### src/rtl/fb_scanout_reader_pkg.sv
// rtl/fb_scanout_reader_pkg.sv - gpu_fb_pkg: framebuffer geometry, pixel layout and scanout FSM encoding
package gpu_fb_pkg;

  localparam int FB_WIDTH   = 640;
  localparam int FB_HEIGHT  = 400;
  localparam int FB_ADDR_W  = 18;
  localparam int FIFO_DEPTH = 8;
  localparam int PIX_W      = 16;

  // 12-bit RGB packed into the low bits of a 16-bit word
  localparam int PIX_R_MSB = 11;
  localparam int PIX_R_LSB = 8;
  localparam int PIX_G_MSB = 7;
  localparam int PIX_G_LSB = 4;
  localparam int PIX_B_MSB = 3;
  localparam int PIX_B_LSB = 0;

  typedef enum logic [1:0] {
    ST_IDLE       = 2'd0,
    ST_FETCH      = 2'd1,
    ST_LINE_DONE  = 2'd2,
    ST_FRAME_DONE = 2'd3
  } fb_state_e;

endpackage

### src/rtl/fb_scanout_reader_if.sv
// rtl/fb_scanout_reader_if.sv - SRAM read port shared between the scanout reader and the SRAM
interface fb_scanout_reader_if;
  import gpu_fb_pkg::*;

  logic [FB_ADDR_W-1:0] oMEM_ADDR;
  logic                 oMEM_READ;
  logic                 oBUS_BUSY;
  logic [PIX_W-1:0]     iMEM_DATA;

  modport master (output oMEM_ADDR, output oMEM_READ, output oBUS_BUSY, input iMEM_DATA);
  modport slave  (input oMEM_ADDR, input oMEM_READ, input oBUS_BUSY, output iMEM_DATA);
endinterface

### src/rtl/fb_scanout_reader_fifo.sv
// rtl/fb_scanout_reader_fifo.sv - fb_pixel_fifo: synchronous pixel prefetch FIFO with flush and occupancy count
module fb_pixel_fifo #(
  parameter int DEPTH = 8,
  parameter int WIDTH = 16,
  parameter int CNT_W = $clog2(DEPTH + 1)
) (
  input  logic             iCLK,
  input  logic             iRST_N,
  input  logic             flush,
  input  logic             push,
  input  logic             pop,
  input  logic [WIDTH-1:0] wdata,
  output logic [WIDTH-1:0] rdata,
  output logic [CNT_W-1:0] count,
  output logic             empty
);

  localparam int AW = (DEPTH > 1) ? $clog2(DEPTH) : 1;

  logic [WIDTH-1:0] mem [DEPTH];
  logic [AW-1:0]    rd_ptr;
  logic [AW-1:0]    wr_ptr;
  logic             do_push;
  logic             do_pop;

  function automatic logic [AW-1:0] bump(input logic [AW-1:0] p);
    return (p == AW'(DEPTH - 1)) ? '0 : p + AW'(1);
  endfunction

  assign empty   = (count == '0);
  assign do_pop  = pop & ~empty;
  assign do_push = push & ((count != CNT_W'(DEPTH)) | do_pop);
  assign rdata   = mem[rd_ptr];

  always_ff @(posedge iCLK or negedge iRST_N) begin
    if (!iRST_N) begin
      rd_ptr <= '0;
      wr_ptr <= '0;
      count  <= '0;
    end else if (flush) begin
      rd_ptr <= '0;
      wr_ptr <= '0;
      count  <= '0;
    end else begin
      if (do_push) wr_ptr <= bump(wr_ptr);
      if (do_pop)  rd_ptr <= bump(rd_ptr);
      case ({do_push, do_pop})
        2'b10:   count <= count + CNT_W'(1);
        2'b01:   count <= count - CNT_W'(1);
        default: count <= count;
      endcase
    end
  end

  always_ff @(posedge iCLK) begin
    if (do_push && !flush) mem[wr_ptr] <= wdata;
  end

endmodule

### src/rtl/fb_scanout_reader.sv
// rtl/fb_scanout_reader.sv - framebuffer scanout reader: SRAM line prefetch into a pixel FIFO for the VGA side
// Optional underflow flag/counter enabled by `define FB_SCANOUT_UNDERFLOW_EN.
module fb_scanout_reader #(
  parameter int FB_WIDTH   = gpu_fb_pkg::FB_WIDTH,
  parameter int FB_HEIGHT  = gpu_fb_pkg::FB_HEIGHT,
  parameter int FIFO_DEPTH = gpu_fb_pkg::FIFO_DEPTH
) (
  input  logic                       iCLK,
  input  logic                       iRST_N,
  input  logic                       iFRAME_START,
  input  logic                       iLINE_START,
  input  logic                       iPIX_REQ,
  fb_scanout_reader_if.master        bus,
  output logic [15:0]                oPIX_DATA,
  output logic                       oPIX_VALID,
  output logic                       oUNDERFLOW,
  output logic [7:0]                 oUNDERFLOW_CNT
);
  import gpu_fb_pkg::*;

  localparam int RW    = $clog2(FB_HEIGHT + 1);
  localparam int CW    = $clog2(FB_WIDTH + 1);
  localparam int CNT_W = $clog2(FIFO_DEPTH + 1);

  fb_state_e            state, state_next;
  logic [RW-1:0]        row, row_next, row_inc;
  logic [CW-1:0]        col, col_next;
  logic                 inflight;
  logic                 line_evt;
  logic                 flush;
  logic                 room;
  logic                 mem_read;
  logic [CNT_W:0]       pending_sum;
  logic [CNT_W-1:0]     fifo_count;
  logic                 fifo_empty;
  logic [15:0]          fifo_rdata;
  logic [15:0]          pix_in;
  logic [3:0]           unused_raw_hi;
  logic [FB_ADDR_W-1:0] fetch_addr;

  // Line starts are swallowed once the whole frame has been read
  assign line_evt = iLINE_START & (state != ST_FRAME_DONE);
  assign flush    = iFRAME_START | line_evt;

  assign pending_sum = {1'b0, fifo_count} + {{CNT_W{1'b0}}, inflight};
  assign room        = pending_sum < (CNT_W + 1)'(FIFO_DEPTH);
  assign mem_read    = (state == ST_FETCH) & (col < CW'(FB_WIDTH)) & room & ~flush;
  assign fetch_addr  = FB_ADDR_W'(row) * FB_ADDR_W'(FB_WIDTH) + FB_ADDR_W'(col);
  assign row_inc     = row + RW'(1);

  assign bus.oMEM_READ = mem_read;
  assign bus.oMEM_ADDR = mem_read ? fetch_addr : '0;
  assign bus.oBUS_BUSY = (state == ST_FETCH) | inflight;

  assign pix_in = {4'h0, bus.iMEM_DATA[PIX_R_MSB:PIX_R_LSB],
                   bus.iMEM_DATA[PIX_G_MSB:PIX_G_LSB],
                   bus.iMEM_DATA[PIX_B_MSB:PIX_B_LSB]};
  assign unused_raw_hi = bus.iMEM_DATA[15:12];

  always_ff @(posedge iCLK or negedge iRST_N) begin
    if (!iRST_N) begin
      state    <= ST_IDLE;
      row      <= '0;
      col      <= '0;
      inflight <= 1'b0;
    end else begin
      state    <= state_next;
      row      <= row_next;
      col      <= col_next;
      inflight <= mem_read;
    end
  end

  always_comb begin
    state_next = state;
    row_next   = row;
    col_next   = col;
    if (iFRAME_START) begin
      state_next = ST_IDLE;
      row_next   = '0;
      col_next   = '0;
    end else begin
      case (state)
        ST_IDLE, ST_LINE_DONE: begin
          if (iLINE_START) begin
            state_next = ST_FETCH;
            col_next   = '0;
          end
        end
        ST_FETCH: begin
          if (iLINE_START) begin
            row_next   = row_inc;
            col_next   = '0;
            state_next = (row_inc == RW'(FB_HEIGHT)) ? ST_FRAME_DONE : ST_FETCH;
          end else if (mem_read) begin
            col_next = col + CW'(1);
            if (col == CW'(FB_WIDTH - 1)) begin
              row_next   = row_inc;
              state_next = (row_inc == RW'(FB_HEIGHT)) ? ST_FRAME_DONE : ST_LINE_DONE;
            end
          end
        end
        ST_FRAME_DONE: state_next = ST_FRAME_DONE;
        default:       state_next = ST_IDLE;
      endcase
    end
  end

  // Data for a read issued before a flush arrives during the flush and is dropped
  fb_pixel_fifo #(
    .DEPTH (FIFO_DEPTH),
    .WIDTH (16),
    .CNT_W (CNT_W)
  ) u_fifo (
    .iCLK   (iCLK),
    .iRST_N (iRST_N),
    .flush  (flush),
    .push   (inflight & ~flush),
    .pop    (iPIX_REQ),
    .wdata  (pix_in),
    .rdata  (fifo_rdata),
    .count  (fifo_count),
    .empty  (fifo_empty)
  );

  assign oPIX_VALID = ~fifo_empty;
  assign oPIX_DATA  = fifo_empty ? 16'h0000 : fifo_rdata;

`ifdef FB_SCANOUT_UNDERFLOW_EN
  logic       uf_flag;
  logic [7:0] uf_cnt;

  always_ff @(posedge iCLK or negedge iRST_N) begin
    if (!iRST_N) begin
      uf_flag <= 1'b0;
      uf_cnt  <= '0;
    end else if (iFRAME_START) begin
      uf_flag <= 1'b0;
      uf_cnt  <= '0;
    end else if (iPIX_REQ && fifo_empty) begin
      uf_flag <= 1'b1;
      if (uf_cnt != 8'hFF) uf_cnt <= uf_cnt + 8'd1;
    end
  end

  assign oUNDERFLOW     = uf_flag;
  assign oUNDERFLOW_CNT = uf_cnt;
`else
  assign oUNDERFLOW     = 1'b0;
  assign oUNDERFLOW_CNT = 8'h00;
`endif

endmodule

### src/flat_wrapper.sv
// flat-port wrapper written by rule: the top's interface ports become plain ports
module fb_scanout_reader_flat import gpu_fb_pkg::*;
#(
  parameter int FB_WIDTH   = gpu_fb_pkg::FB_WIDTH,
  parameter int FB_HEIGHT  = gpu_fb_pkg::FB_HEIGHT,
  parameter int FIFO_DEPTH = gpu_fb_pkg::FIFO_DEPTH
)
  (iCLK, iRST_N, iFRAME_START, iLINE_START, iPIX_REQ, oPIX_DATA, oPIX_VALID, oUNDERFLOW, oUNDERFLOW_CNT, bus_oMEM_ADDR, bus_oMEM_READ, bus_oBUS_BUSY, bus_iMEM_DATA);
  fb_scanout_reader_if bus_i ();
  input  logic iCLK;
  input  logic iRST_N;
  input  logic iFRAME_START;
  input  logic iLINE_START;
  input  logic iPIX_REQ;
  output logic [15:0] oPIX_DATA;
  output logic oPIX_VALID;
  output logic oUNDERFLOW;
  output logic [7:0] oUNDERFLOW_CNT;
  output wire logic [$bits(bus_i.oMEM_ADDR)-1:0] bus_oMEM_ADDR;
  output wire logic [$bits(bus_i.oMEM_READ)-1:0] bus_oMEM_READ;
  output wire logic [$bits(bus_i.oBUS_BUSY)-1:0] bus_oBUS_BUSY;
  input wire logic [$bits(bus_i.iMEM_DATA)-1:0] bus_iMEM_DATA;
  assign bus_oMEM_ADDR = bus_i.oMEM_ADDR;
  assign bus_oMEM_READ = bus_i.oMEM_READ;
  assign bus_oBUS_BUSY = bus_i.oBUS_BUSY;
  assign bus_i.iMEM_DATA = bus_iMEM_DATA;
  fb_scanout_reader #(.FB_WIDTH(FB_WIDTH), .FB_HEIGHT(FB_HEIGHT), .FIFO_DEPTH(FIFO_DEPTH)) u_core (.iCLK(iCLK), .iRST_N(iRST_N), .iFRAME_START(iFRAME_START), .iLINE_START(iLINE_START), .iPIX_REQ(iPIX_REQ), .bus(bus_i), .oPIX_DATA(oPIX_DATA), .oPIX_VALID(oPIX_VALID), .oUNDERFLOW(oUNDERFLOW), .oUNDERFLOW_CNT(oUNDERFLOW_CNT));
endmodule
### config.mk
export PLATFORM = sky130hd
export DESIGN_NAME = fb_scanout_reader_flat
export DESIGN_NICKNAME = d
export VERILOG_FILES = /design/src/rtl/fb_scanout_reader_pkg.sv /design/src/rtl/fb_scanout_reader_if.sv /design/src/rtl/fb_scanout_reader_fifo.sv /design/src/rtl/fb_scanout_reader.sv /design/src/flat_wrapper.sv
export SDC_FILE = /design/constraint.sdc
export NUM_CORES = 1
export LEC_CHECK = 0
export BUFFER_PORTS_ARGS = -buffer_cell sky130_fd_sc_hd__buf_2
export CAP_MARGIN = 15
export CORE_UTILIZATION = 41
export CTS_CLUSTER_SIZE = 10
export DETAILED_ROUTE_END_ITERATION = 12
export MAX_ROUTING_LAYER = met4
export PLACE_DENSITY_LB_ADDON = 0.08
export SETUP_SLACK_MARGIN = 0.15
export SYNTH_ARGS = -nofsm -noshare
export SYNTH_HDL_FRONTEND = slang
export SYNTH_SLANG_ARGS = --single-unit
### constraint.sdc
create_clock -name iCLK -period 2.68 [get_ports iCLK]
set_input_delay 0.268 -clock iCLK [delete_from_list [all_inputs] [get_ports iCLK]]
set_output_delay 0.268 -clock iCLK [all_outputs]
set_load 0.02 [all_outputs]
==> results of run 1 <==
worst max-delay path, stage by stage (launching register included):
cell	delay, ps
dfrtp_1	410
ha_4	260
ha_4	160
fa_2	370
a211oi_4	250
buf_4	160
o211a_1	170
a2111oi_4	60
and4b_1	270
xnor3_1	230
and2_4	150
buf_6	120
power by group through the flow:
stage / clock network, mW / registers (mW) / logic (mW)
2_1_floorplan: 0 / 2.22 / 0.343
3_3_place_gp: 0 / 2.22 / 0.488
3_5_place_dp: 0 / 2.22 / 0.498
4_1_cts: 2.03 / 2.19 / 0.502
5_1_grt: 2.11 / 2.19 / 0.560
6_report: 1.98 / 2.19 / 0.507
Yosys cell counts, types with 8 or more instances:
master,number
edfxtp_1,96
nor2_1,62
dfrtp_1,32
ha_1,25
mux4_2,24
nand2_1,21
xnor2_1,19
mux2i_1,17
buf_4,13
clkbuf_1,12
nand3_1,11
nor3_1,11
o21ai_0,11
and2_1,10
a21oi_1,8
inv_1,8
flip-flops by register name, summed over array words and instances, names as in the netlist:
register,cells
u_core.u_fifo.rd_ptr,3
u_core.col,10
u_core.state,2
u_core.u_fifo.wr_ptr,3
u_core.row,9
u_core.inflight,1
u_core.u_fifo.mem,96
u_core.u_fifo.count,4
what timing repair did:
action	in CTS	in global routing
hold endpoints to repair	32	0
gates cloned	0	0
setup endpoints to repair	16	19
pin swaps	11	10
setup buffers	5	4
hold buffers	1	0
gates resized for setup	27	15
per-layer routing:
layer  GRT usage (%)  vias up
li1                -     1930
met3            4.39       10
met2            28.5       66
met4            5.18        0
met5               -        -
met1            22.8     2018
how the worst min path moves through the flow:
stage	startpoint	endpoint	slack [ps]
3_3_place_gp	iRST_N	u_core.col[5]	370
2_1_floorplan	iRST_N	u_core.col[0]	-30
5_1_grt	bus_iMEM_DATA[2]	u_core.u_fifo.mem[7][2]	120
6_report	bus_iMEM_DATA[7]	u_core.u_fifo.mem[1][7]	130
3_5_place_dp	iRST_N	u_core.col[6]	380
4_1_cts	bus_iMEM_DATA[7]	u_core.u_fifo.mem[1][7]	110
stage by stage:
step,hold WS (ps),cell area [um2]
floorplan,-27.6,6480
global placement,370,7140
detailed placement,376,7140
CTS,113,7850
global route,123,7960
finish,135,7960
cell families after synthesis:
group | Yosys count | synth area share [%]
adder cells (fa/ha/maj) | 28 | 5.84
AND/OR/NAND/NOR | 154 | 12.4
multiplexers | 45 | 11.9
AO/OA/AOI/OAI | 47 | 5.41
buffers and inverters | 38 | 3.06
flip-flops | 128 | 57.7
other | 1 | 0.0588
XOR/XNOR | 25 | 3.65
cell type report:
class,count,area share (%)
Clock buffer,19,5.44
Clock inverter,9,0.912
Inverter,9,0.472
Multi-Input combinational cell,312,35.1
Sequential cell,128,46.3
Tap cell,188,2.96
Timing Repair Buffer,103,8.81
==> impl_metrics.yaml, run 1 <==
drt:
  totalWireLength_mm: 12.8
  drtPass1Iterations: 5
  wire_per_inst_um: 16.7
  maxUsedRoutingLayer: "met4"
  route.antenna.remaining_nets: 0
  avgViaCountPerCell: 5.24
  drt_iter0_markers: 227
  routed-wl-met2_mm: 6.19
  vias: 4024
  drt-met1-wl_mm: 6.13
  drc: 0
  dr_wl_met3_um: 385
pwr:
  p_sw_share_pct: 23.4
  fin_total_pwr_mw: 4.68
  net-switching-power_mw: 1.09
  p_clk_share_pct: 42.4
  combPwrFrac_pct: 10.8
  power.density_mw_per_mm2: 589
  p_leak_nw: 3.09
  p_seq_share_pct: 46.8
  vdd_drop_max_mv: 0.446
  p_int_mw: 3.59
setup_path:
  worst-path-max-fanout: 3
  path_class: "reg2out"
  crit_path_end: "bus_oMEM_ADDR[17]"
  reg2reg_to: "u_core.u_fifo.count[3]"
  cp-end-kind: "output pin"
  crit_start: "u_core.row[1]"
  rrSetupSlack_ps: 350
  startpoint_type: "register"
  r2r_start: "u_core.u_fifo.count[0]"
  r2r_cells: 11
  cp.arrival_ps: 3010
  crit_required_ps: 2410
timing:
  slew_headroom_pct: 51.2
  setup_viol: 6
  period_needed_ps: 3280
  rsz0062_at_grt: "true"
  timing.final.crit_share_pct: 122
  slew_viol_final: 0
  fmax_mhz: 305
  fin_ws_ps: -596
  worstMarginPinSlew_ps: 732
  finalHoldViolCount: 0
  fin_tns_setup_ps: -2170
  clock_skew_ps: 10.4
die:
  die-area_mm2: 0.0161
  initial_utilization_pct: 42.0
  die_h_um: 127
  die_w_um: 127
  core_mm2: 0.0152
  io_pins: 67
  rows: 45
finish:
  final_common_cell: "edfxtp_1"
  seq_area_mm2: 0.00369
  fin_cells: 768
  area.growth.synth_to_final_pct: 24.7
  fill_cells: 1297
  final_cell_mix: "96 x edfxtp_1, 58 x nor2_1, 52 x buf_4"
  drive_gt1_share_pct: 34.7
  utilization_pct: 52.3
  nets: 620
  antenna_cells: 0
  multi_input_comb_area_mm2: 0.00279
synthesis:
  yosys_warnings: 0
  syn_avg_cell_area_um2: 13.7
  syn_area_mm2: 0.00638
  synthFlopType: "edfxtp_1"
  synthTopCellsByArea: "edfxtp_1 45%, dfrtp_1 13%, mux4_2 8.5%"
  ys_ff_latch: 128
  synth_edf_count: 96
  synth.top_cell.area_share_pct: 45.2
  yosysSeqAreaShare_pct: 57.7
  synth_cell_types: 60
  synth_top_area_cell: "edfxtp_1"
  synthArstFlopShare_pct: 25.0
  syn_inst: 466
cts:
  h-tree-depth: 4
  clk_path_buf_depth: 2
  clk_root_buffer_cell: "clkbuf_16"
  cts_tree: "done"
  clk_pin_slew_ps: 50
  clkLatencyLatePin_ps: 400
  clock-sinks: 128
  cts_buffers: 17
place:
  pre_cts_ws_ps: -293
  dpl.hpwl_mm: 8.42
  place_congestion: 0.809
  dp.cells: 730
  portBuffers: 49
global_routing:
  grt.total_usage_pct: 17.9
  grt_pass1_vias: 3981
  grt_pass1_wl_mm: 20.8
  grt_antenna_before_repair: 0
  gr-total-overflow: 0
  grt_max_degree: 33
status:
  violations: "negative setup slack"
  status: "finished with violations"
min_path:
  hp-class: "in2reg"
  min_path_cells: 1
run:
  drv_cap: 0
(Power assumes the default switching activity.)
==> run 2, diff against run 1 <==
--- a/config.mk
+++ b/config.mk
@@ -7,11 +7,12 @@
 export LEC_CHECK = 0
 export BUFFER_PORTS_ARGS = -buffer_cell sky130_fd_sc_hd__buf_2
 export CAP_MARGIN = 15
+export CORE_ASPECT_RATIO = 0.7
 export CORE_UTILIZATION = 41
 export CTS_CLUSTER_SIZE = 10
 export DETAILED_ROUTE_END_ITERATION = 12
 export MAX_ROUTING_LAYER = met4
-export PLACE_DENSITY_LB_ADDON = 0.08
+export PLACE_DENSITY = 0.57
 export SETUP_SLACK_MARGIN = 0.15
 export SYNTH_ARGS = -nofsm -noshare
 export SYNTH_HDL_FRONTEND = slang
==> run 2 against run 1 <==
Compared with the run above: the flow still finishes with violations (negative setup slack); clock power up 23%; maximum frequency down 1.8%; non-clock buffer count down 1; sequential share of layout area down 0.28 points; die area about the same; design area up 0.71%; flip-flop and latch count unchanged; clock-buffer cell count down 2; combinational power up 1%; worst setup slack worse by 59 ps; critical path type unchanged.
==> impl_metrics.yaml, run 2 (same netlist as run 1, synthesis figures left out) <==
status:
  status: "finished with violations"
  violations: "negative setup slack"
setup_path:
  cp-end-kind: "output pin"
  path_class: "reg2out"
  startpoint_type: "register"
  crit_required_ps: 2410
  crit_start: "u_core.row[1]"
  cp.arrival_ps: 3070
  worst-path-max-fanout: 2
  r2r_start: "u_core.u_fifo.count[2]"
min_path:
  hp-class: "in2reg"
  min_from: "bus_iMEM_DATA[10]"
pwr:
  vdd_drop_max_mv: 0.408
  power.density_mw_per_mm2: 641
  p_leak_nw: 3.13
cts:
  clk_root_buffer_cell: "clkbuf_16"
  cts_tree: "done"
  h-tree-depth: 4
  clk_path_buf_depth: 2
  clock-sinks: 128
  clk_pin_slew_ps: 60
  clkLatencyLatePin_ps: 400
  cts_buffers: 17
finish:
  seq_area_mm2: 0.00369
  drive_gt1_share_pct: 35.1
  largest_register: "u_core.u_fifo.mem"
  design_area_mm2: 0.00801
  final_common_cell: "edfxtp_1"
  utilization_pct: 53.6
  fill_cells: 1274
  nets: 619
  largest_reg_flops: 96
  final_cell_mix: "96 x edfxtp_1, 59 x nor2_1, 51 x buf_4"
  reg.largest.list: "u_core.u_fifo.mem (96), u_core.col (10), u_core.row (9)"
  antenna_cells: 0
  multi_input_comb_area_mm2: 0.00274
  area.growth.synth_to_final_pct: 25.6
drt:
  maxUsedRoutingLayer: "met4"
  vias: 4060
  avgViaCountPerCell: 5.23
  drt-met1-wl_mm: 6.43
  dr_wl_met3_um: 557
  drtPass1Iterations: 4
  routed-wl-met2_mm: 6.17
  drc: 0
  totalWireLength_mm: 13.2
  route.antenna.remaining_nets: 0
  drt_iter0_markers: 268
  wire_per_inst_um: 17.0
global_routing:
  gr-total-overflow: 0
  grt_max_degree: 33
  grt_pass1_vias: 4145
  grt.total_usage_pct: 18.7
  grt_antenna_before_repair: 0
  grt_pass1_wl_mm: 21.6
timing:
  period_needed_ps: 3340
  rsz0062_at_grt: "true"
  clock_skew_ps: 7.52
  fmax_mhz: 300
  worstMarginPinSlew_ps: 747
  fin_tns_setup_ps: -2070
  finalHoldViolCount: 0
  setup_viol: 6
  timing.final.crit_share_pct: 124
  fin_ws_ps: -655
  slew_viol_final: 0
  slew_headroom_pct: 50.2
place:
  place_congestion: 0.809
  place_area_mm2: 0.00717
  dpl.hpwl_mm: 8.72
  portBuffers: 49
die:
  die_w_um: 151
  io_pins: 67
  die_h_um: 106
  die-area_mm2: 0.0161
  initial_utilization_pct: 42.7
  core_mm2: 0.0150
  rows: 37
run:
  drv_cap: 0
==> run 2: what timing repair did <==
action | in CTS | in global routing
setup buffers | 3 | 4
setup endpoints to repair | 15 | 16
resized for setup | 13 | 16
pin swaps | 8 | 7
hold buffers | 1 | 0
hold endpoints to repair | 32 | 0
==> run 2: path summary, 6_finish.rpt <==
check                                           endpoint  cells after the start  slack, ps
worst max-delay path                   bus_oMEM_ADDR[17]                     10       -660
worst min-delay path            u_core.u_fifo.mem[4][10]                      1        140
worst max register to register    u_core.u_fifo.count[3]                     10        330
worst min register to register             u_core.col[1]                      1        550
min in group asynchronous                  u_core.col[5]                      2        470
max in group asynchronous                  u_core.row[3]                      2       1680
==> run 2: stage by stage <==
| stage | setup slack (ps) | power [mW] | hold slack, ps | std cells |
|---|---|---|---|---|
| after CTS | -675 | 5.17 | 125 | 773 |
| after detailed placement | -306 | 2.72 | 379 | 738 |
| after global placement | -246 | 2.71 | 369 | 738 |
| final | -655 | 5.14 | 139 | 777 |
| after floorplan | -184 | 2.56 | -27.6 | 478 |
| after global routing | -823 | 5.34 | 127 | 777 |
==> run 2: layout make-up <==
class	count	area share, %
inverters	9	0.468
clock buffers	17	5.31
well taps	195	3.04
repair buffers	102	8.45
clock inverters	14	2.55
multi-input cells	312	34.1
flip-flops and latches	128	46.0
==> run 2: where the power goes <==
part           total (mW)  internal [mW]  switching [mW]
registers            2.19           2.16          0.0318
clock network        2.44           1.57           0.863
logic               0.513          0.193           0.320
==> run 2: worst max-delay path: stages (launching register included) <==
cell,delay (ps)
dfrtp_1,410
ha_4,260
ha_4,160
fa_2,370
a211oi_4,240
nor4_2,80
a2111oi_2,390
and4b_1,250
xnor3_1,210
and2_4,180
buf_6,120
==> run 2: layer usage <==
layer	track usage, %	vias up
met5	-	-
met4	5.29	0
met3	4.46	8
met2	27.5	91
met1	25.7	2024
li1	-	1937
==> run 3, diff against run 2 <==
==> constraint.sdc (replaced) <==
create_clock -name iCLK -period 2.68 [get_ports iCLK]
set_input_delay 0.134 -clock iCLK [delete_from_list [all_inputs] [get_ports iCLK]]
set_output_delay 0.134 -clock iCLK [all_outputs]
set_load 0.02 [all_outputs]
==> run 3 against run 2 <==
Compared with the run above: the flow still finishes with violations (negative setup slack); global-route usage up 0.26 points; design area rose by 1.9%; combinational power about the same.
==> impl_metrics.yaml, run 3 (same netlist as run 1, synthesis figures left out) <==
cts:
  clkLatencyLatePin_ps: 410
  clk_path_buf_depth: 2
  clk_root_buffer_cell: "clkbuf_16"
  clock-sinks: 128
  h-tree-depth: 4
  clk_pin_slew_ps: 60
  cts_buffers: 17
  cts_tree: "done"
die:
  die-area_mm2: 0.0161
  core_mm2: 0.0150
  die_w_um: 151
  initial_utilization_pct: 42.7
  rows: 37
  die_h_um: 106
  io_pins: 67
timing:
  finalHoldViolCount: 0
  clock_skew_ps: 12.9
  worstMarginPinSlew_ps: 762
  slew_viol_final: 0
  setup_viol: 5
  holdWs_ps: 20.2
  rsz0062_at_grt: "true"
  period_needed_ps: 3210
  fin_ws_ps: -535
  slew_headroom_pct: 49.2
  fin_tns_setup_ps: -1690
  timing.final.crit_share_pct: 120
  fmax_mhz: 311
finish:
  final_cell_mix: "96 x edfxtp_1, 61 x nor2_1, 53 x buf_4"
  largest_reg_flops: 96
  nets: 633
  final_common_cell: "edfxtp_1"
  largest_register: "u_core.u_fifo.mem"
  utilization_pct: 54.6
  design_area_mm2: 0.00816
  reg.largest.list: "u_core.u_fifo.mem (96), u_core.col (10), u_core.row (9)"
  drive_gt1_share_pct: 35.5
  area.growth.synth_to_final_pct: 27.9
  antenna_cells: 0
  fill_cells: 1232
setup_path:
  crit_path_max_incr_delay_ps: 410
  reg2reg_to: "u_core.u_fifo.count[3]"
  worst_path_max_delay_cell: "dfrtp_1"
  cp-end-kind: "output pin"
  cp_cell_sequence: "ha_4 > ha_4 > fa_2 > a211oi_4 > buf_6 > o211a_4 > a2111oi_4 > and4b_1 > xnor3_1 > and2_4 > buf_6"
  r2r_start: "u_core.state[1]"
  startpoint_type: "register"
  crit_buf_inv: 2
  crit_required_ps: 2550
  path_class: "reg2out"
  cpLargestDelayFamily: "adder cells"
  crit_start: "u_core.row[1]"
  rrSetupSlack_ps: 360
  r2r_cells: 10
  worst-path-max-fanout: 3
  cp.arrival_ps: 3080
drt:
  route.antenna.remaining_nets: 0
  avgViaCountPerCell: 5.21
  drc: 0
  drt_iter0_markers: 241
  totalWireLength_mm: 13.6
  wire_per_inst_um: 17.2
  drtPass1Iterations: 4
  vias: 4127
global_routing:
  grt_max_degree: 33
  grt_pass1_vias: 4090
  grt_pass1_wl_mm: 21.9
  grt.total_usage_pct: 18.9
  gr-total-overflow: 0
  grt_antenna_before_repair: 0
run:
  drv_cap: 0
status:
  violations: "negative setup slack"
  status: "finished with violations"
min_path:
  min_path_cells: 1
  hold_path_end: "u_core.u_fifo.mem[6][8]"
  hp-class: "in2reg"
  min_from: "bus_iMEM_DATA[8]"
place:
  place_area_mm2: 0.00713
  place_congestion: 0.788
  portBuffers: 49
  dpl.hpwl_mm: 9.06
pwr:
  p_leak_nw: 3.21
  vdd_drop_max_mv: 0.522
  power.density_mw_per_mm2: 599
[run 3: cell count changes in the layout (fill, tap and decap cells not counted), moves of 4 or more]
cell           change
buf_6              +7
dlygate4sd3_1     +10
inv_8              +4
buf_2              -4
bufinv_16          -4
[run 3: layout make-up]
cell class / count / area (um2) / share of cell area, %
inverter: 9 / 33.8 / 0.414
tap: 195 / 244 / 2.99
timing repair buffer: 116 / 831 / 10.2
clock buffer: 17 / 425 / 5.21
sequential: 128 / 3690 / 45.2
multi-input combinational: 312 / 2800 / 34.3
clock inverter: 15 / 143 / 1.75
[run 3: power breakdown]
group          total [mW]  switching [mW]  leakage, nW  internal [mW]
clock network        2.20           0.967        0.276           1.23
logic               0.512           0.320         1.63          0.192
registers            2.18          0.0261         1.30           2.15
total                4.89            1.31         3.21           3.58
[run 3: repair_timing]
action,CTS,global route
hold buffers,11,0
gates resized for setup,30,18
setup buffers,10,4
cloned,0,0
hold endpoints to repair,105,0
setup endpoints to repair,6,27
pin swaps,18,17
[run 3: per-layer routing]
| metal | up-vias | routed length (um) | global-route usage [%] | share of wire (%) |
|---|---|---|---|---|
| met4 | 0 | 51 | 4.50 | 0.37 |
| met2 | 69 | 6060 | 26.6 | 45 |
| li1 | 1964 | - | - | - |
| met5 | - | 0 | - | 0 |
| met1 | 2090 | 7130 | 27.9 | 52 |
| met3 | 4 | 365 | 3.99 | 2.7 |
[run 3: worst max-delay path by stage]
stage,endpoint,slack [ps],cells after the start
2_1_floorplan,bus_oMEM_ADDR[17],-50,9
3_3_place_gp,bus_oMEM_ADDR[17],-150,9
3_5_place_dp,bus_oMEM_ADDR[17],-240,10
4_1_cts,bus_oMEM_ADDR[17],-590,11
5_1_grt,bus_oMEM_ADDR[17],-630,11
6_report,bus_oMEM_ADDR[17],-530,11
[run 3: metrics by stage]
| stage | power (mW) | std cells | worst slack [ps] |
|---|---|---|---|
| final | 4.89 | 792 | -535 |
| after global routing | 5.09 | 792 | -627 |
| after global placement | 2.71 | 735 | -147 |
| after floorplan | 2.56 | 478 | -50.2 |
| after detailed placement | 2.72 | 735 | -235 |
| after CTS | 4.95 | 788 | -586 |
